===== config.mk =====
export PLATFORM = sky130hd
export DESIGN_NAME = rtclock_pps_gen
export DESIGN_NICKNAME = d
export VERILOG_FILES = /design/src/rtl/rtclock_pps_gen.sv
export SDC_FILE = /design/constraint.sdc
export NUM_CORES = 1
export LEC_CHECK = 0
export ABC_AREA = 1
export CAP_MARGIN = 30
export CORE_UTILIZATION = 49
export CTS_CLUSTER_DIAMETER = 150
export DETAILED_ROUTE_END_ITERATION = 8
export MAX_ROUTING_LAYER = met4
export PLACE_DENSITY = 0.85
export SETUP_SLACK_MARGIN = 0.5
export SYNTH_ARGS = -nofsm -noshare
export SYNTH_HDL_FRONTEND = slang
export SYNTH_SLANG_ARGS = --single-unit

===== constraint.sdc =====
create_clock -name clk -period 1.8 [get_ports clk]
set_input_delay 0.36 -clock clk [delete_from_list [all_inputs] [get_ports clk]]
set_output_delay 0.36 -clock clk [all_outputs]
set_load 0.1 [all_outputs]

===== src/rtl/rtclock_pps_gen.sv =====
`timescale 1ns/1ps
`default_nettype none
// ============================================================================
// Module      : rtclock_pps_gen
// Description : Time-to-event generator fed by the free-running sec/nsec
//               timebase. Produces a periodic PPS pulse (programmable phase
//               and width) and a one-shot trigger at an absolute time.
// Revision    : 1.0 - initial release
// ============================================================================
module rtclock_pps_gen #(
  parameter int unsigned C_CLK_TO_NS_RATIO = 8,
  parameter int unsigned C_NSEC_MODULO     = 1000000000
) (
  input  logic        clk,
  input  logic        reset,
  input  logic [47:0] sec,
  input  logic [29:0] nsec,
  input  logic        pps_enable,
  input  logic [29:0] pps_offset,
  input  logic [29:0] pps_width,
  input  logic [47:0] trig_sec,
  input  logic [29:0] trig_nsec,
  input  logic        trig_valid,
  output logic        trig_ready,
  input  logic        trig_cancel,
  output logic        pps_out,
  output logic [31:0] pps_count,
  output logic        trig_out,
  output logic        trig_late
);

  // Per-clock nanosecond step and the pulse-width ceiling (half a second),
  // which guarantees the pulse ends before the next second's event.
  localparam logic [29:0] C_RATIO    = 30'(C_CLK_TO_NS_RATIO);
  localparam logic [29:0] C_HALF_SEC = 30'(C_NSEC_MODULO / 2);

  localparam logic [0:0] P_IDLE  = 1'b0;
  localparam logic [0:0] P_HIGH  = 1'b1;

  localparam logic [0:0] T_IDLE  = 1'b0;
  localparam logic [0:0] T_ARMED = 1'b1;

  // --------------------------------------------------------------------------
  // PPS event detection
  // --------------------------------------------------------------------------
  logic        prev_valid_q;
  logic        ge_prev_q;
  logic [47:0] sec_prev_q;
  logic        w_ge;
  logic        w_pps_event;

  // The event is the rising edge of "nsec has reached the offset" or a new
  // second already past the offset (covers offset 0 and timebase reloads).
  assign w_ge        = (nsec >= pps_offset);
  assign w_pps_event = prev_valid_q & w_ge & (~ge_prev_q | (sec != sec_prev_q));

  // Remember the previous timebase sample for the edge-style comparison
  always_ff @(posedge clk) begin
    if (reset) begin
      prev_valid_q <= 1'b0;
      ge_prev_q    <= 1'b0;
      sec_prev_q   <= '0;
    end else begin
      prev_valid_q <= 1'b1;
      ge_prev_q    <= w_ge;
      sec_prev_q   <= sec;
    end
  end

  // --------------------------------------------------------------------------
  // PPS pulse FSM
  // --------------------------------------------------------------------------
  logic [0:0]  pps_state_q, pps_state_d;
  logic [29:0] rem_q, rem_d;
  logic [31:0] pps_count_q, pps_count_d;
  logic [29:0] w_width_clamped;

  assign w_width_clamped = (pps_width > C_HALF_SEC) ? C_HALF_SEC : pps_width;

  // PPS state register plus remaining-high-time and pulse counter
  always_ff @(posedge clk) begin
    if (reset) begin
      pps_state_q <= P_IDLE;
      rem_q       <= '0;
      pps_count_q <= '0;
    end else begin
      pps_state_q <= pps_state_d;
      rem_q       <= rem_d;
      pps_count_q <= pps_count_d;
    end
  end

  // PPS next state: start on a qualified event, count down the high time
  always_comb begin
    pps_state_d = pps_state_q;
    rem_d       = rem_q;
    pps_count_d = pps_count_q;
    if (!pps_enable) begin
      // Disabling cuts any pulse short; the counter keeps its value.
      pps_state_d = P_IDLE;
    end else begin
      case (pps_state_q)
        P_IDLE: begin
          if (w_pps_event) begin
            pps_state_d = P_HIGH;
            rem_d       = w_width_clamped;
            pps_count_d = pps_count_q + 32'd1;
          end
        end
        P_HIGH: begin
          // Events while high are dropped; the last high cycle is the one
          // in which at most one clock's worth of ns remains.
          if (rem_q <= C_RATIO) begin
            pps_state_d = P_IDLE;
          end else begin
            rem_d = rem_q - C_RATIO;
          end
        end
        default: pps_state_d = P_IDLE;
      endcase
    end
  end

  // PPS outputs decoded from state
  always_comb begin
    pps_out   = (pps_state_q == P_HIGH);
    pps_count = pps_count_q;
  end

  // --------------------------------------------------------------------------
  // Scheduled trigger FSM
  // --------------------------------------------------------------------------
  logic [0:0]  trig_state_q, trig_state_d;
  logic [77:0] tgt_q, tgt_d;
  logic        late_q, late_d;
  logic        trig_out_q, trig_out_d;
  logic        trig_late_q, trig_late_d;
  logic [77:0] w_now;
  logic [77:0] w_req;
  logic        w_req_late;
  logic        w_match;

  // With nsec below the modulo, the concatenation orders times correctly.
  assign w_now      = {sec, nsec};
  assign w_req      = {trig_sec, trig_nsec};
  assign w_req_late = (w_req < w_now);
  assign w_match    = (w_now >= tgt_q);

  // Trigger state register, latched target and registered one-cycle pulses
  always_ff @(posedge clk) begin
    if (reset) begin
      trig_state_q <= T_IDLE;
      tgt_q        <= '0;
      late_q       <= 1'b0;
      trig_out_q   <= 1'b0;
      trig_late_q  <= 1'b0;
    end else begin
      trig_state_q <= trig_state_d;
      tgt_q        <= tgt_d;
      late_q       <= late_d;
      trig_out_q   <= trig_out_d;
      trig_late_q  <= trig_late_d;
    end
  end

  // Trigger next state: accept when idle, fire or cancel when armed
  always_comb begin
    trig_state_d = trig_state_q;
    tgt_d        = tgt_q;
    late_d       = late_q;
    trig_out_d   = 1'b0;
    trig_late_d  = 1'b0;
    case (trig_state_q)
      T_IDLE: begin
        if (trig_valid) begin
          trig_state_d = T_ARMED;
          tgt_d        = w_req;
          late_d       = w_req_late;
        end
      end
      T_ARMED: begin
        // Cancel beats a coincident match so no stray pulse escapes.
        if (trig_cancel) begin
          trig_state_d = T_IDLE;
        end else if (w_match) begin
          trig_state_d = T_IDLE;
          trig_out_d   = 1'b1;
          trig_late_d  = late_q;
        end
      end
      default: trig_state_d = T_IDLE;
    endcase
  end

  // Trigger outputs; ready simply reflects that nothing is armed
  always_comb begin
    trig_ready = (trig_state_q == T_IDLE);
    trig_out   = trig_out_q;
    trig_late  = trig_late_q;
  end

endmodule
`default_nettype wire


# Yosys cells after proc, flatten, opt, wreduce, memory -nomap -nowiden
# Index checks and enable logic that the tools add are counted.
# op_classes
add_sub_neg	2
magnitude_cmp	5
n_eq_ne	3
mux	13
bitwise	8
reduce_logical	6
# op_table
operator	n
$mux 30	3
$ge 78x78->1	1
$lt 78x78->1	1
$pmux 30 s2	1
$ne 48x48->1	1
$add 32x1->32 const B	1
$ge 30x30->1	1
$gt 30x29->1 const B	1
$le 30x4->1 const B	1
$sub 30x4->30 const B	1
$mux 1	7
$reduce_and 3->1	2
$not 1->1	5
$ne 2x2->1 const B	2
$pmux 1 s2	2
$reduce_or 4->1	1
$reduce_or 3->1	1
$and 1x1->1	2
$reduce_and 2->1	1
$reduce_or 2->1	1
$or 1x1->1	1
# totals
regBits	195
input_bits	221
out_inout_bits	36
elab_cells	48

# Logic depth before layout (Yosys ltp)
# depth
ltp_word	5
ltp_mapped	16
depth_no_buf	16

# Least setup slack after synthesis
# No wires, ideal clock.
# synth_timing
kind	register to register
startpoint	register pps_count_q[0], in the netlist pps_count[0]
endpoint	register pps_count_q[22], in the netlist pps_count[22]
setup_time_ns	0.070
t_arrival_ns	2.309
t_required_ns	1.730
setup_slack_ns	-0.579
path_stages_with_launch	9
path_buffers	0
period_less_slack_ns	2.379
cell_sequence	dfxtp_1 -> ha_1 -> nand3_1 -> inv_1 -> nand2_1 -> nor3_1 -> xor2_1 -> nand4_1 -> a21oi_1
# synth_via
elab_chain_len	1
# synth_rtl
item	line_no	rtl
start, declared	75	logic [31:0] pps_count_q, pps_count_d;
start signal, assigned	89	pps_count_q <= pps_count_d;
$add 32x1->32	107	pps_count_d = pps_count_q + 32'd1;
# No other way between the ends.
# A chain may end at the register's enable or synchronous reset.

# Worst setup path after layout
# layout_timing
startpoint	input nsec[1]
endpoint	register rem_q[9]
# layout_via
elab_chain_len	5
# layout_rtl
item	line_no	rtl
start, declared	17	input logic [29:0] nsec,
$ge 30x30->1	54	assign w_ge = (nsec >= pps_offset);
$and 1x1->1 (2 in series)	55	assign w_pps_event = prev_valid_q & w_ge & (~ge_prev_q | (sec != sec_prev_q));
$ne 2x2->1 (no line)	-	
$reduce_and 3->1 (no line)	-	
end signal, assigned	88	rem_q <= rem_d;
end, declared	74	logic [29:0] rem_q, rem_d;
# No other way between the ends.

==> metrics.txt <==
detailed-routing iteration count for the pre-antenna-repair pass=8; Worst path most repeated cell=sky130_fd_sc_hd__nand2_2; CP Launch Type=primary input; clock edge transition at the registers on the reported setup and hold paths=0.08 ns; Syn Inst Count=2,143; max-cap violation count=0; combinational family with the most area after synthesis=simple AND/OR/NAND/NOR gates; final number of max-transition violations=0; CTS buffer count=17; kind of end point of the critical path=flop; met3 usage=0.0713; worst hold start=trig_sec[40]; number of buffers inserted by port buffering=256; met1 track utilization from global routing=0.392; Multi-input gate area=11,100 um^2; tightest slew margin relative to the limit=0.627; H-tree level count=4; Synth area leaders=sky130_fd_sc_hd__dfxtp_1, sky130_fd_sc_hd__ha_1, sky130_fd_sc_hd__nand2_1, sky130_fd_sc_hd__inv_1, sky130_fd_sc_hd__a21oi_1; post-synthesis share of cell area spent on and, or, nand and nor gates=0.283; cell type with the largest total area after synthesis=sky130_fd_sc_hd__dfxtp_1; GR Overflow Total=0; sum of routed wire length over all layers=59,100 um; maximum number of pins on one net before global-route repair=103; TritonCTS clock tree=yes; clock latency reported for the late side of the worst-skew pair=0.45 ns; final period utilization=1.17; minimum setup slack in the final design=-0.306 ns; worst hold path type=in -> reg; antenna violations before repair=22; number of fillers in the final layout=1,634; Die Span X=172 um; Worst Path Max Fanout=7; Reg area=4060 um^2; fraction of synthesized cell area in xor and xnor cells=0.0280; syn_area_per_cell=6.58 um^2; pwr/cell area=591 nW/um^2; fin crit period=2.11 ns; crit path from=nsec[1]; master cell of the clock root buffer=sky130_fd_sc_hd__clkbuf_16; PnR Total Power=0.0135 W; FF+latch count, synth=195; first-pass GRT wire length=80,600 um; violations in the final reports=negative setup slack; Worst Max-Slew Pin Slew=0.559 ns; Data required, critical path=2.18 ns; Setup-failing EPs final=67; routed via count=17,500; total routing resource utilization after global routing=0.359; highest clock frequency the design can meet=475 MHz; area inside the core boundary=28,000 um^2; distinct cell type count of the synthesized netlist=39; fraction of synthesis flops using an asynchronous set or reset pin=0; global route hottest layer=met2; final core area utilization=0.818; via density per instance=5.74; kind of critical path=in -> reg; number of routed nets with antenna violations=0; clock sinks=195; effective utilization at floorplan=0.503; HPWL Detailed=37,000 um; grt met2 use=0.614; placer's final routability congestion estimate=0.992; top_reg_cell synth=sky130_fd_sc_hd__dfxtp_1; family with the most delay on the worst path=simple AND/OR/NAND/NOR gates; data arrival at the endpoint of the critical path=2.48 ns; post-synthesis mux area share=0; number of global-route vias before repair=16,500; DRC violation total after the first TritonRoute iteration=1,791; number of placed I/O pins=257; maximum buffer depth of the clock tree=2; EDFF count, synth=0; P&R area growth vs syn=62.5%; number of buffers added to fix hold violations after cts=0; std cell rows=61; number of failing hold endpoints at the final stage=0; detailed-route wire length per cell=19.3 um; setup clock skew after layout=0.0171 ns; static power due to leakage=10.6 nW; unrepaired setup endpoints after global routing=true; DRC Markers=0; sequential element share of the synthesized area=0.277; CP bufs+invs=4; Crit Reg-Reg Startpoint=tgt_q[39]; die footprint=29,400 um^2; Synth Area in Adders=0.166; fraction of layout instances using a drive strength above 1=0.363; synthesized-area fraction occupied by ao, oa, aoi and oai cells=0.137; Yosys warning total=0; cells along the critical path=buf_2, ha_4, inv_1, o21bai_1, nand2_2, nand3_2, nand2_2, nand2_2, nand2_4, nand3_4, nand3_4, buf_8, buf_12, nand3b_1, nand2_1, nor2_2; share of the synthesized area in the top cell type=0.277; Syn Nets=2,551; synthesized cell area=14,100 um^2; overall die height=172 um; delay contributed by the slowest stage of the critical path=0.28 ns; standard cell with the maximum stage delay on the critical path=sky130_fd_sc_hd__ha_4; net count of the finished layout=3,048; worst voltage drop across the vdd grid=0.716 mV; status=finished with violations
[cells by family after synthesis]
kind of cell | Yosys count
compound gates | 368
xor+xnor | 45
fa+ha+maj | 187
buf+inv | 397
flops | 195
simple gates | 951
[routing by layer]
layer / wire [um] / part of all wire / up-vias
met5: 0 / 0 / -
met4: 4100 / 0.069 / 0
met3: 5180 / 0.088 / 351
met2: 28600 / 0.48 / 1101
met1: 21200 / 0.36 / 8116
li1: - / - / 7964
[stage by stage]
step           TNS, ns  instance area (um^2)  setup slack [ns]  hold slack [ns]  std cells
2_1_floorplan    -1.59                 15100           -0.0746            0.403       2143
3_3_place_gp    -79.78                 20100            -0.966            0.442       2948
3_5_place_dp    -83.94                 20100             -1.00            0.450       2948
4_1_cts          -2.19                 21500           -0.0917            0.270       3001
5_1_grt         -13.16                 22900            -0.349            0.282       3053
6_report         -9.98                 22900            -0.306            0.257       3055
[cell usage after synthesis, types with 4 or more instances]
cell type,instances
sky130_fd_sc_hd__nand2_2,12
sky130_fd_sc_hd__o21ai_0,124
sky130_fd_sc_hd__nor3_1,28
sky130_fd_sc_hd__a21oi_2,9
sky130_fd_sc_hd__buf_2,14
sky130_fd_sc_hd__nor2_2,4
sky130_fd_sc_hd__o21a_1,8
sky130_fd_sc_hd__buf_1,7
sky130_fd_sc_hd__nand4_1,70
sky130_fd_sc_hd__o21ai_1,6
sky130_fd_sc_hd__a21oi_1,205
sky130_fd_sc_hd__nor2_1,268
sky130_fd_sc_hd__dfxtp_1,195
sky130_fd_sc_hd__clkbuf_1,41
sky130_fd_sc_hd__nand3b_1,7
sky130_fd_sc_hd__inv_2,29
sky130_fd_sc_hd__xor2_1,23
sky130_fd_sc_hd__inv_1,301
sky130_fd_sc_hd__nand3_1,65
sky130_fd_sc_hd__a31oi_1,4
sky130_fd_sc_hd__nor4_1,4
sky130_fd_sc_hd__nand2_1,483
sky130_fd_sc_hd__xnor2_1,22
sky130_fd_sc_hd__ha_1,187
[worst register-to-register path: stages (launching register included)]
cell	delay (ns)
sky130_fd_sc_hd__dfxtp_2	0.34
sky130_fd_sc_hd__inv_2	0.05
sky130_fd_sc_hd__ha_4	0.27
sky130_fd_sc_hd__nand2_2	0.07
sky130_fd_sc_hd__nor2_1	0.11
sky130_fd_sc_hd__nand4_1	0.24
sky130_fd_sc_hd__nor2_1	0.23
sky130_fd_sc_hd__nand2_2	0.09
sky130_fd_sc_hd__nor2_4	0.13
sky130_fd_sc_hd__nand3_1	0.10
sky130_fd_sc_hd__nand4_1	0.11
sky130_fd_sc_hd__buf_6	0.15
sky130_fd_sc_hd__nand2_4	0.06
sky130_fd_sc_hd__nor2_2	0.08
[where the power goes]
group	leakage [nW]	internal [W]	switching, W	total [W]
Combinational	8.74	0.00228	0.00280	0.00508
Clock	0.262	0.00188	0.00187	0.00375
Sequential	1.64	0.00455	0.000157	0.00471
Total	10.6	0.00870	0.00483	0.0135
[state kept, by name, summed over array words and instances, names as in the netlist, 30 cells and up]
register,flops
pps_count,32
rem_q,30
sec_prev_q,48
tgt_q,78
[path summary, 6_finish.rpt]
path,to,slack [ns],depth (start not counted)
setup / recovery,rem_q[9],-0.31,16
hold / removal,tgt_q[70],0.26,3
setup reg to reg,trig_late,-0.28,13
hold reg to reg,tgt_q[3],0.46,2
[layout make-up]
class,count,share of cell area
Inverter,330,0.0576
Multi-Input combinational cell,1551,0.484
Clock buffer,23,0.0205
Timing Repair Buffer,545,0.234
Antenna cell,24,0.00262
Sequential cell,195,0.177
Clock inverter,9,0.00311
Tap cell,378,0.0207
[repair_timing]
action                                  4_1_cts  5_1_grt
gates cloned                                  6       11
gates resized for setup                     459      391
buffers inserted                             15       19
endpoints found under the setup margin      182      177
pin swaps                                    97      149
[cells in the final DEF (no fill, tap or decap), drive strengths merged, types with 2 or more instances in the layout]
cell type,synthesis,final
and2,2,2
dlymetal6s2s,0,42
clkbuf,41,53
inv,330,332
diode,0,24
xor2,23,23
nand3,68,68
xnor2,22,22
nor3,28,28
o22ai,3,3
and3,2,2
clkdlybuf4s50,0,67
dfxtp,195,195
a21oi,214,214
dlygate4sd2,0,36
clkdlybuf4s15,0,12
a21o,3,3
clkinv,0,6
o21a,8,8
nor3b,2,2
o21bai,3,3
nand3b,7,7
a31oi,4,4
nor2,272,272
o21ai,130,130
nor4,4,4
nand4,70,70
buf,26,358
nand2,495,495
ha,187,187
Power figures use the tool's default switching activity.
